<file path="src/rtl/pit_ctrl.sv">
// pit_ctrl: open/close animation sequencer for one floor pit hazard.
// Width grows or shrinks by STEP pixels every TICK_DIV clocks; death
// snaps the floor back to solid in one cycle without a done pulse.
//
// Handshake: open_req/close_req are single-cycle pulses with no ready;
// a pulse is either acted on in the cycle it is high (accepted) or
// dropped, depending on the state. done is a one-cycle completion pulse.
module pit_ctrl #(
    parameter int TICK_DIV  = 50000,
    parameter int STEP      = 2,
    parameter int PIT_W_MAX = 80,
    parameter int X_MAX     = 639
) (
    input  logic       clk,
    input  logic       reset,
    input  logic       open_req,
    input  logic       close_req,
    input  logic       death,
    input  logic [9:0] pit_x_in,
    input  logic [9:0] target_w,
    output logic [9:0] pit_x,
    output logic [9:0] pit_w,
    output logic       busy,
    output logic       opened,
    output logic       done,
    output logic [1:0] dbg_state
);

    localparam int CW = (TICK_DIV > 2) ? $clog2(TICK_DIV) : 1;

    typedef enum logic [1:0] {
        IDLE    = 2'd0,
        OPENING = 2'd1,
        OPEN    = 2'd2,
        CLOSING = 2'd3
    } state_t;

    state_t      state, state_n;
    logic [CW-1:0] cnt, cnt_n;
    logic [9:0]  tgt_q, tgt_n;     // open target in OPENING, floor in CLOSING
    logic [9:0]  pit_x_n, pit_w_n;
    logic        done_n;
    logic        tick;
    logic [10:0] room, req_tgt, up_w, dn_w;

    assign dbg_state = state;

    // Requested width clamped to the limit and to the visible screen edge.
    always_comb begin
        room    = 11'(X_MAX + 1) - {1'b0, pit_x_in};
        req_tgt = {1'b0, target_w};
        if (req_tgt > 11'(PIT_W_MAX)) req_tgt = 11'(PIT_W_MAX);
        if (req_tgt > room)           req_tgt = room;
        if ({1'b0, pit_x_in} > 11'(X_MAX)) req_tgt = 11'd0;
    end

    // Stepped widths, 11 bits wide so neither direction can wrap.
    always_comb begin
        up_w = {1'b0, pit_w} + 11'(STEP);
        if (up_w > {1'b0, tgt_q}) up_w = {1'b0, tgt_q};
        if ({1'b0, pit_w} >= {1'b0, tgt_q} + 11'(STEP))
            dn_w = {1'b0, pit_w} - 11'(STEP);
        else
            dn_w = {1'b0, tgt_q};
    end

    assign tick = (state == OPENING || state == CLOSING) &&
                  (cnt == CW'(TICK_DIV - 1));

    // Next-state, next-geometry and completion-pulse logic.
    always_comb begin
        state_n = state;
        pit_x_n = pit_x;
        pit_w_n = pit_w;
        tgt_n   = tgt_q;
        done_n  = 1'b0;
        if (state == OPENING || state == CLOSING)
            cnt_n = tick ? '0 : cnt + CW'(1);
        else
            cnt_n = '0;

        if (death) begin
            state_n = IDLE;
            pit_w_n = 10'd0;
            cnt_n   = '0;
        end else begin
            case (state)
                IDLE: begin
                    if (open_req) begin
                        pit_x_n = pit_x_in;
                        cnt_n   = '0;
                        tgt_n   = req_tgt[9:0];
                        if (req_tgt != 11'd0) state_n = OPENING;
                        else                  done_n  = 1'b1;
                    end
                end
                OPENING: begin
                    if (close_req) begin
                        state_n = CLOSING;
                        tgt_n   = 10'd0;
                        cnt_n   = '0;
                    end else if (tick) begin
                        pit_w_n = up_w[9:0];
                        if (up_w == {1'b0, tgt_q}) begin
                            state_n = OPEN;
                            done_n  = 1'b1;
                        end
                    end
                end
                OPEN: begin
                    if (close_req) begin
                        state_n = CLOSING;
                        tgt_n   = 10'd0;
                        cnt_n   = '0;
                    end else if (open_req) begin
                        pit_x_n = pit_x_in;
                        cnt_n   = '0;
                        tgt_n   = req_tgt[9:0];
                        if (req_tgt > {1'b0, pit_w})      state_n = OPENING;
                        else if (req_tgt < {1'b0, pit_w}) state_n = CLOSING;
                        else                              done_n  = 1'b1;
                    end
                end
                CLOSING: begin
                    if (tick) begin
                        pit_w_n = dn_w[9:0];
                        if (dn_w == {1'b0, tgt_q}) begin
                            state_n = (tgt_q == 10'd0) ? IDLE : OPEN;
                            done_n  = 1'b1;
                        end
                    end
                end
                default: state_n = IDLE;
            endcase
        end
    end

    // State and output registers; status flags are registered from next state.
    always_ff @(posedge clk or posedge reset) begin
        if (reset) begin
            state  <= IDLE;
            cnt    <= '0;
            tgt_q  <= 10'd0;
            pit_x  <= 10'd0;
            pit_w  <= 10'd0;
            busy   <= 1'b0;
            opened <= 1'b0;
            done   <= 1'b0;
        end else begin
            state  <= state_n;
            cnt    <= cnt_n;
            tgt_q  <= tgt_n;
            pit_x  <= pit_x_n;
            pit_w  <= pit_w_n;
            busy   <= (state_n == OPENING) || (state_n == CLOSING);
            opened <= (state_n == OPEN);
            done   <= done_n;
        end
    end

endmodule

</file>
<file path="config.mk">
export PLATFORM = sky130hd
export DESIGN_NAME = pit_ctrl
export DESIGN_NICKNAME = d
export VERILOG_FILES = /design/src/rtl/pit_ctrl.sv
export SDC_FILE = /design/constraint.sdc
export NUM_CORES = 1
export LEC_CHECK = 0
export ABC_AREA = 1
export BUFFER_PORTS_ARGS = -buffer_cell sky130_fd_sc_hd__buf_2
export CAP_MARGIN = 20
export CORE_UTILIZATION = 66
export CTS_CLUSTER_DIAMETER = 200
export DETAILED_ROUTE_END_ITERATION = 7
export GPL_ROUTABILITY_DRIVEN = 0
export PLACE_DENSITY = 0.88
export SETUP_SLACK_MARGIN = 0.15
export SLEW_MARGIN = 30
export SYNTH_ARGS = -nofsm -noshare
export SYNTH_HDL_FRONTEND = slang
export SYNTH_SLANG_ARGS = --single-unit
</file>
<file path="constraint.sdc">
create_clock -name clk -period 5.1 [get_ports clk]
set_input_delay 0.765 -clock clk [delete_from_list [all_inputs] [get_ports clk]]
set_output_delay 0.765 -clock clk [all_outputs]
set_load 0.005 [all_outputs]
</file>
=== Word level (Yosys, flattened, before mapping) ===
Index checks and enable logic that the tools add are counted.

* Bits in registers: 51
* Bits of input ports: 25
* Output and inout port bits: 25
* Word-level logic and storage cells: 98

* Add/sub/neg operators: 5
* Magnitude comparators: 7
* Eq/ne operators: 14
* Muxes and demuxes: 51
* Bitwise operators: 1
* Reduce and logical (&&, ||, !) cells: 12

{| class="wikitable"
|+ Operators with widths
! cell !! count
|-
| $mux W10 || 10
|-
| $mux W16 || 6
|-
| $pmux W16 S3 || 1
|-
| $mux W11 || 4
|-
| $pmux W10 S2 || 2
|-
| $pmux W10 S3 || 1
|-
| $mux W2 || 13
|-
| $add A10 B2 Y11 const B || 2
|-
| $eq A11 B10 Y1 || 2
|-
| $gt A11 B10 Y1 || 2
|-
| $add A16 B1 Y16 const B || 1
|-
| $eq A16 B16 Y1 const B || 1
|-
| $mux W1 || 12
|-
| $ge A10 B11 Y1 || 1
|-
| $gt A11 B11 Y1 || 1
|-
| $lt A11 B10 Y1 || 1
|-
| $reduce_bool A11 Y1 || 1
|-
| $sub A10 B10 Y11 const A || 1
|-
| $sub A10 B2 Y11 const B || 1
|-
| $gt A10 B10 Y1 const B || 1
|-
| $gt A10 B7 Y1 const B || 1
|-
| $logic_not A10 Y1 || 1
|-
| $ne A3 B3 Y1 const B || 3
|-
| $eq A2 B2 Y1 const B || 4
|-
| other kinds (12) || 17
|}

=== Longest topological paths before layout ===
Gate-level depths: netlist of the first run.

* Depth in word-level cells: 14
* Depth in mapped cells: 33
* Gate-level depth less buffers: 33

=== Least setup slack after synthesis of the first run ===
OpenSTA, ideal clock, no wires.

* Path kind: input to register
* From: input port pit_x_in[1]
* To: register opened
* Library setup time: 0.069 ns
* Arrival time: 4.095 ns
* Data required time: 5.031 ns
* Path slack: 0.937 ns
* Cell stages on the path: 29
* Buffers on the path: 0
* Cell sequence: nor3_1 nand4_1 o21ai_0 nand2_1 nand2_1 nand2_1 ha_1 nand3_1 nor3_1 nand2_1 nand4_1 nand3_2 nand2_1 nand3_1 inv_1 ha_1 nand2_1 o21ai_0 nor3b_1 o21bai_1 nand3_1 nand2_1 nand2_1 nand3_1 a21oi_1 nand2_1 nor2_2 nor2_2 nor2_2

* Longest elaborated chain between the ends: 12
* Elaborated cells between the ends (all ways): 17
* Classes of those cells: add/sub (1); order compare (4); eq/ne (1); mux (10); reduce/logical (1)

{| class="wikitable"
|+ RTL lines
! what !! RTL line !! source
|-
| from (decl) || 19 || <nowiki>input logic [9:0] pit_x_in,</nowiki>
|-
| $sub A10 B10 Y11 || 50 || <nowiki>room = 11'(X_MAX + 1) - {1'b0, pit_x_in};</nowiki>
|-
| $gt A11 B11 Y1 || 53 || <nowiki>if (req_tgt > room) req_tgt = room;</nowiki>
|-
| $mux W11 || 53 ||
|-
| $mux W11 (*) || 54 || <nowiki>if ({1'b0, pit_x_in} > 11'(X_MAX)) req_tgt = 11'd0;</nowiki>
|-
| $lt A11 B10 Y1 || 120 || <nowiki>else if (req_tgt < {1'b0, pit_w}) state_n = CLOSING;</nowiki>
|-
| $mux W2 || 120 ||
|-
| $mux W2 || 119 || <nowiki>if (req_tgt > {1'b0, pit_w}) state_n = OPENING;</nowiki>
|-
| $mux W2 || 115 || <nowiki>end else if (open_req) begin</nowiki>
|-
| $mux W2 || 111 || <nowiki>if (close_req) begin</nowiki>
|-
| $pmux W2 S4 (*) || 87 || <nowiki>case (state)</nowiki>
|-
| $mux W2 (*) || 82 || <nowiki>if (death) begin</nowiki>
|-
| named net state_n[0] || 38 || <nowiki>state_t state, state_n;</nowiki>
|-
| $eq A2 B2 Y1 (*) || 156 || <nowiki>opened <= (state_n == OPEN);</nowiki>
|-
| to (signal assigned) || 156 ||
|-
| to (decl) || 24 || <nowiki>output logic opened,</nowiki>
|}

The timed path passes the listed nets; every way through them passes the cells marked *.
A chain may end at the register's enable or synchronous reset.

=== Worst setup path in the final report of the first run ===
Ends and elaborated chain as after synthesis.

==> results.sh, run 1 <==
export IMPL_final_setup_tns_ns=0
export IMPL_core_mm2=0.00729
export IMPL_dieArea_mm2=0.00793
export IMPL_cp_arrival_ns=4.80
export IMPL_grt_pass1_vias=4900
export IMPL_hold_path_class="reg -> reg"
export IMPL_power_density_mw_per_mm2=718
export IMPL_syn_inst=766
export IMPL_yosysWarnings=0
export IMPL_crit_top_cell="nand2_1"
export IMPL_status="complete, no violations"
export IMPL_critPathMaxStageDelay_ns=0.31
export IMPL_min_period_over_period_pct=89.2
export IMPL_wl_um=14300
export IMPL_switchingPower_mw=2.31
export IMPL_maxCapViolCount=0
export IMPL_pre_cts_slack_ns=0.229
export IMPL_async_flop_share_pct=100
export IMPL_drt_pre_antenna_iters=6
export IMPL_grt_pass1_wl_um=22500
export IMPL_fin_nets=880
export IMPL_die_w_um=89.1
export IMPL_max_vdd_ir_drop_mv=0.388
export IMPL_synth_largest_area_cell="dfrtp_1"
export IMPL_setup_viol=0
export IMPL_viasPerCell=6.11
export IMPL_num_vias=5538
export IMPL_slew_violations=0
export IMPL_diodes=0
export IMPL_dieHeight_um=89.1
export IMPL_rows=31
export IMPL_worstMarginPinSlew_ns=0.749
export IMPL_post_dp_hpwl_um=10700
export IMPL_max_freq_mhz=220
export IMPL_synthSimpleGateAreaFrac_pct=34.4
export IMPL_path_clk_slew_ns=0.10
export IMPL_cts_buffers=5
export IMPL_syn_cell_area_mm2=0.00500
export IMPL_grt_usage_pct=36.7
export IMPL_seqPwrFrac_pct=19.1
export IMPL_muxShareOfSynthArea_pct=0
export IMPL_nFillCells=622
export IMPL_criticalPathCategory="in -> reg"
export IMPL_drc_errors=0
export IMPL_p_leak_nw=2.90
export IMPL_syn_area_per_cell_um2=6.53
export IMPL_io_pins=50
export IMPL_area_delta_synth_final_pct=8.35
export IMPL_synth_seq_cells=50
export IMPL_cts_hold_buf=0
export IMPL_critPathSlowestCell="o21ai_0"
export IMPL_hold_viol=0
export IMPL_overflow=0
export IMPL_switching_share_pct=59.4
export IMPL_clock_power_share_pct=7.8
export IMPL_setup_ws_ns=0.551
export IMPL_io_buffers=49
export IMPL_rsz0062_at_grt="false"
export IMPL_cts_tree="built"
export IMPL_cts_root_buf="clkbuf_8"
export IMPL_clock_sinks=50
export IMPL_initial_core_util_pct=68.6
export IMPL_synth_area_leaders="dfrtp_1 (25%), nand2_1 (13%), ha_1 (12%), nand3_1 (7.7%), inv_1 (7.7%)"
export IMPL_synth_edf_count=0
export IMPL_yosys_area_top_type_share_pct=25.0
export IMPL_synth_compound_area_share_pct=14.2
export IMPL_seq_area_frac_synth_pct=25.0
export IMPL_crit_path_max_fanout=10
export IMPL_clockBufferDepth=2
export IMPL_cp_end_kind="register"
export IMPL_design_power_total_mw=3.89
export IMPL_finalClockSkew_ns=0.0124
export IMPL_placed_area_mm2=0.00527
export IMPL_antenna_found_initial=0
export IMPL_synth_top_family_by_area="simple AND/OR/NAND/NOR gates"
export IMPL_drive_gt1_share_pct=10.8
export IMPL_synth_xor_area_share_pct=3.50
export IMPL_ant_nets=0
export IMPL_fin_crit_ns=4.55
export IMPL_yosysUniqueCellTypes=42
export IMPL_grt_max_degree=51
export IMPL_r2r_slack_ns=1.07
export IMPL_cts_max_level=2
export IMPL_stdcell_area_mm2=0.00542
export IMPL_internal_power_mw=1.58
export IMPL_holdWs_ns=0.490
export IMPL_clk_latency_ns=0.32
export IMPL_synth_main_ff_cell="dfrtp_1"
export IMPL_cp_start_kind="input pin"
export IMPL_synthAdderAreaFrac_pct=12.0
export IMPL_routedWlPerCell_um=15.8
export IMPL_p_comb_share_pct=73.1
export IMPL_drtIter0Drc=647
export IMPL_max_slew_margin_rel_pct=50.1
export IMPL_required_ns=5.35
[cells in the mapped netlist, types with 5 or more instances]
cell type / instances
inv_1: 102
clkinv_1: 5
nand4_1: 21
nand3_1: 77
ha_1: 48
nor2_1: 76
a211oi_1: 11
nor2_2: 7
dfrtp_1: 50
clkbuf_1: 11
nor4_1: 5
a21oi_1: 42
o32ai_1: 9
nand2_1: 174
xor2_1: 17
inv_2: 6
o21ai_0: 55
nor3_1: 8
[registers in the layout (all words and copies together), names as in the netlist]
name / flops
opened: 1
done: 1
tgt_q: 10
pit_w: 10
cnt: 16
pit_x: 10
dbg_state: 2
[per-stage QoR]
stage / std cells / util (%)
floorplan: 768 / -
global placement: 896 / 72.2
detailed placement: 896 / 72.3
CTS: 904 / 73.9
global route: 907 / 74.3
finish: 907 / 74.3
[logic make-up after synthesis]
group                      Yosys count
adders and majority gates           48
AOI/OAI and AO/OA                  126
and+or+nand+nor                    387
DFF                                 50
xor gates and xnor gates            20
other                                1
buffers and inverters              134
[power by group through the flow]
| stage | logic [mW] | registers, mW | clock network [mW] |
|---|---|---|---|
| final | 2.84 | 0.744 | 0.305 |
| after global routing | 3.12 | 0.755 | 0.322 |
| after CTS | 2.73 | 0.729 | 0.306 |
| after detailed placement | 2.70 | 0.736 | 0 |
| after global placement | 2.59 | 0.730 | 0 |
| after floorplan | 2.19 | 0.669 | 0 |
[placed cells by master, fill, tap and decap left out, drive strengths merged]
| cell type | count |
|---|---|
| a211oi | 11 |
| a21o | 1 |
| a21oi | 42 |
| a31oi | 1 |
| and2 | 1 |
| and3 | 1 |
| buf | 52 |
| bufinv | 1 |
| clkbuf | 5 |
| clkinv | 6 |
| conb | 3 |
| dfrtp | 50 |
| ha | 48 |
| inv | 110 |
| nand2 | 179 |
| nand3 | 80 |
| nand3b | 2 |
| nand4 | 21 |
| nor2 | 83 |
| nor3 | 9 |
| nor3b | 4 |
| nor4 | 5 |
| o211ai | 1 |
| o21a | 1 |
| o21ai | 56 |
| o21bai | 1 |
| o22ai | 2 |
| o31ai | 1 |
| o32ai | 9 |
| or2 | 2 |
| xnor2 | 3 |
| xor2 | 17 |
[critical path: cells and delay by family]
family | cells | cell delay [ns]
and+or+nand+nor | 21 | 2.45
AOI/OAI and AO/OA | 4 | 0.77
adders and majority gates | 2 | 0.57
buffers and inverters | 3 | 0.25
[metal layers]
| metal | GRT usage, % | up-vias | wire length (µm) |
|---|---|---|---|
| met4 | 15.2 | 0 | 625 |
| met1 | 46.2 | 2474 | 5510 |
| met3 | 5.54 | 78 | 1470 |
| met5 | 0 | - | 0 |
| li1 | - | 2615 | - |
| met2 | 62.9 | 371 | 6680 |
[path summary, 6_finish.rpt]
kind / startpoint / cells after the start / end
min in group asynchronous: reset / 2 / done
hold reg to reg: cnt[0] / 1 / cnt[0]
setup reg to reg: pit_w[1] / 22 / dbg_state[1]
max in group asynchronous: reset / 2 / tgt_q[2]
hold / removal: cnt[0] / 1 / cnt[0]
setup / recovery: pit_x_in[1] / 30 / opened
[cell type report]
cell class              instances  area [µm²]  share of cell area (%)
repair buffers                 52         268                    4.94
flip-flops and latches         50        1250                    23.1
clock inverters                 3        47.5                   0.877
well taps                      99         124                    2.28
inverters                     114         432                    7.96
multi-input cells             584        3230                    59.6
clock buffers                   5        68.8                    1.27
[what timing repair did]
action / 4_1_cts / 5_1_grt
setup buffers: 0 / 3
resized for setup: 0 / 2
setup endpoints to repair: 0 / 4
Power figures use the tool's default switching activity.
==> run 2: changes to the inputs <==
- CELL_PAD_IN_SITES_DETAIL_PLACEMENT: unset -> 1
- CELL_PAD_IN_SITES_GLOBAL_PLACEMENT: unset -> 1
- CORE_UTILIZATION: 66 -> 46
- PLACE_DENSITY: 0.88 -> unset
- PLACE_DENSITY_LB_ADDON: unset -> 0.1
==> run 2 against run 1 <==
  * Sequential power barely moved
  * Count of clock-buffer cells in the layout unchanged
  * Routed wire length rose by 19%
  * Combinational power increased by 4%
  * Register-to-register slack worse by 0.23 ns
  * Clock skew fell by 0.0024 ns
  * Hold slack lost 0.021 ns
  * Clock power fell by 11%
  * Die area grew 42%
  * Critical endpoint unchanged
  * Largest cell class unchanged
==> results.sh, run 2 (synthesis results as in run 1) <==
export IMPL_clockBufferDepth=2
export IMPL_status="complete, no violations"
export IMPL_slew_violations=0
export IMPL_switchingPower_mw=2.40
export IMPL_drt_pre_antenna_iters=5
export IMPL_cts_max_level=2
export IMPL_viasPerCell=5.85
export IMPL_grt_max_degree=51
export IMPL_cp_start_kind="input pin"
export IMPL_clk_latency_ns=0.32
export IMPL_num_vias=5549
export IMPL_internal_power_mw=1.56
export IMPL_antenna_found_initial=0
export IMPL_crit_top_cell="nand2_1"
export IMPL_setup_ws_ns=0.627
export IMPL_cts_buffers=5
export IMPL_fin_nets=884
export IMPL_max_freq_mhz=224
export IMPL_fin_crit_ns=4.47
export IMPL_routedWlPerCell_um=17.9
export IMPL_cts_root_buf="clkbuf_8"
export IMPL_r2r_slack_ns=0.84
export IMPL_r2r_start="pit_w[1]"
export IMPL_cp_arrival_ns=4.73
export IMPL_rr_endpoint="opened"
export IMPL_met3_usage_pct=3.56
export IMPL_grt_pass1_wl_um=27700
export IMPL_final_cell_mix="nand2_1 (174), inv_1 (101), nand3_1 (77)"
export IMPL_ant_nets=0
export IMPL_die_w_um=106
export IMPL_criticalPathCategory="in -> reg"
export IMPL_seqPwrFrac_pct=18.9
export IMPL_rsz0062_at_grt="true"
export IMPL_p_leak_nw=2.91
export IMPL_hp_start="cnt[0]"
export IMPL_io_buffers=49
export IMPL_rows=37
export IMPL_busiest_layer="met2"
export IMPL_largest_register_ffs=16
export IMPL_switching_share_pct=60.6
export IMPL_holdPathStages=1
export IMPL_area_delta_synth_final_pct=9.45
export IMPL_nFillCells=1470
export IMPL_gr_usage_met2_pct=51.3
export IMPL_initial_core_util_pct=48.0
export IMPL_worstMarginPinSlew_ns=0.752
export IMPL_required_ns=5.36
export IMPL_min_to="cnt[0]"
export IMPL_critPathMaxStageDelay_ns=0.31
export IMPL_p_comb_share_pct=74.3
export IMPL_overflow=0
export IMPL_design_power_total_mw=3.96
export IMPL_layout_commonest_cell="nand2_1"
export IMPL_post_dp_hpwl_um=13100
export IMPL_core_mm2=0.0104
export IMPL_path_clk_slew_ns=0.12
export IMPL_clock_sinks=50
export IMPL_cts_hold_buf=0
export IMPL_wl_um=16900
export IMPL_drc_errors=0
export IMPL_min_period_over_period_pct=87.7
export IMPL_clock_power_share_pct=6.8
export IMPL_finalClockSkew_ns=0.00999
export IMPL_max_vdd_ir_drop_mv=0.521
export IMPL_maxCapViolCount=0
export IMPL_cts_tree="built"
export IMPL_largest_register="cnt"
export IMPL_drtIter0Drc=340
export IMPL_hold_viol=0
export IMPL_grt_pass1_vias=5656
export IMPL_grt_usage_pct=30.7
export IMPL_crit_path_max_fanout=10
export IMPL_fin_util_pct=52.6
export IMPL_cp_end_kind="register"
export IMPL_critPathSlowestCell="ha_1"
export IMPL_dieHeight_um=106
export IMPL_hold_path_class="reg -> reg"
export IMPL_io_pins=50
export IMPL_use_met1_pct=40.4
export IMPL_drive_gt1_share_pct=11.2
export IMPL_pre_cts_slack_ns=0.0981
export IMPL_setup_viol=0
export IMPL_dieArea_mm2=0.0113
export IMPL_final_setup_tns_ns=0
export IMPL_diodes=0
export IMPL_r2r_cells=22
export IMPL_power_density_mw_per_mm2=723
export IMPL_max_slew_margin_rel_pct=49.7
run 2: worst max path at each step:
stage          cells past startpoint        start     end
6_report                          29  target_w[1]  opened
5_1_grt                           31  pit_x_in[0]    done
4_1_cts                           30  pit_x_in[1]  opened
3_5_place_dp                      30  pit_x_in[1]  opened
3_3_place_gp                      30  pit_x_in[1]  opened
2_1_floorplan                     29  pit_x_in[1]  opened
run 2: cell type report:
cell class              instances  area (µm²)  area share [%]
clock inverters                 3        28.8           0.525
multi-input cells             584        3230            59.0
flip-flops and latches         50        1250            22.8
inverters                     114         429            7.84
repair buffers                 56         298            5.44
clock buffers                   5        68.8            1.26
well taps                     136         170            3.11
run 2: timing repair:
item / in CTS / in global routing
endpoints found under the setup margin: 0 / 4
gates resized for setup: 0 / 3
setup buffers: 0 / 4
run 2: per-stage QoR:
step | cell area (µm²) | hold slack [ns] | instances
after floorplan | 5010 | 0.433 | 768
after global placement | 5340 | 0.453 | 936
after detailed placement | 5340 | 0.457 | 936
after CTS | 5430 | 0.475 | 944
after global routing | 5480 | 0.504 | 948
final | 5480 | 0.469 | 948
run 2: power groups by stage:
stage                     sequential, mW  combinational, mW  clock, mW
after global routing               0.763               3.27      0.289
after CTS                          0.739               2.88      0.275
after floorplan                    0.669               2.19          0
after detailed placement           0.747               2.86          0
final                              0.747               2.94      0.270
after global placement             0.742               2.72          0
run 2: critical path: cells and delay by family:
kind | cells | cell delay, ns
compound gates | 6 | 0.86
fa+ha+maj | 2 | 0.61
buf+inv | 2 | 0.16
simple gates | 19 | 2.33
run 2: metal layers:
| layer | up-vias | share of wire [%] |
|---|---|---|
| li1 | 2619 | - |
| met5 | - | 0 |
| met3 | 60 | 5.7 |
| met1 | 2670 | 45 |
| met2 | 200 | 47 |
| met4 | 0 | 3.3 |
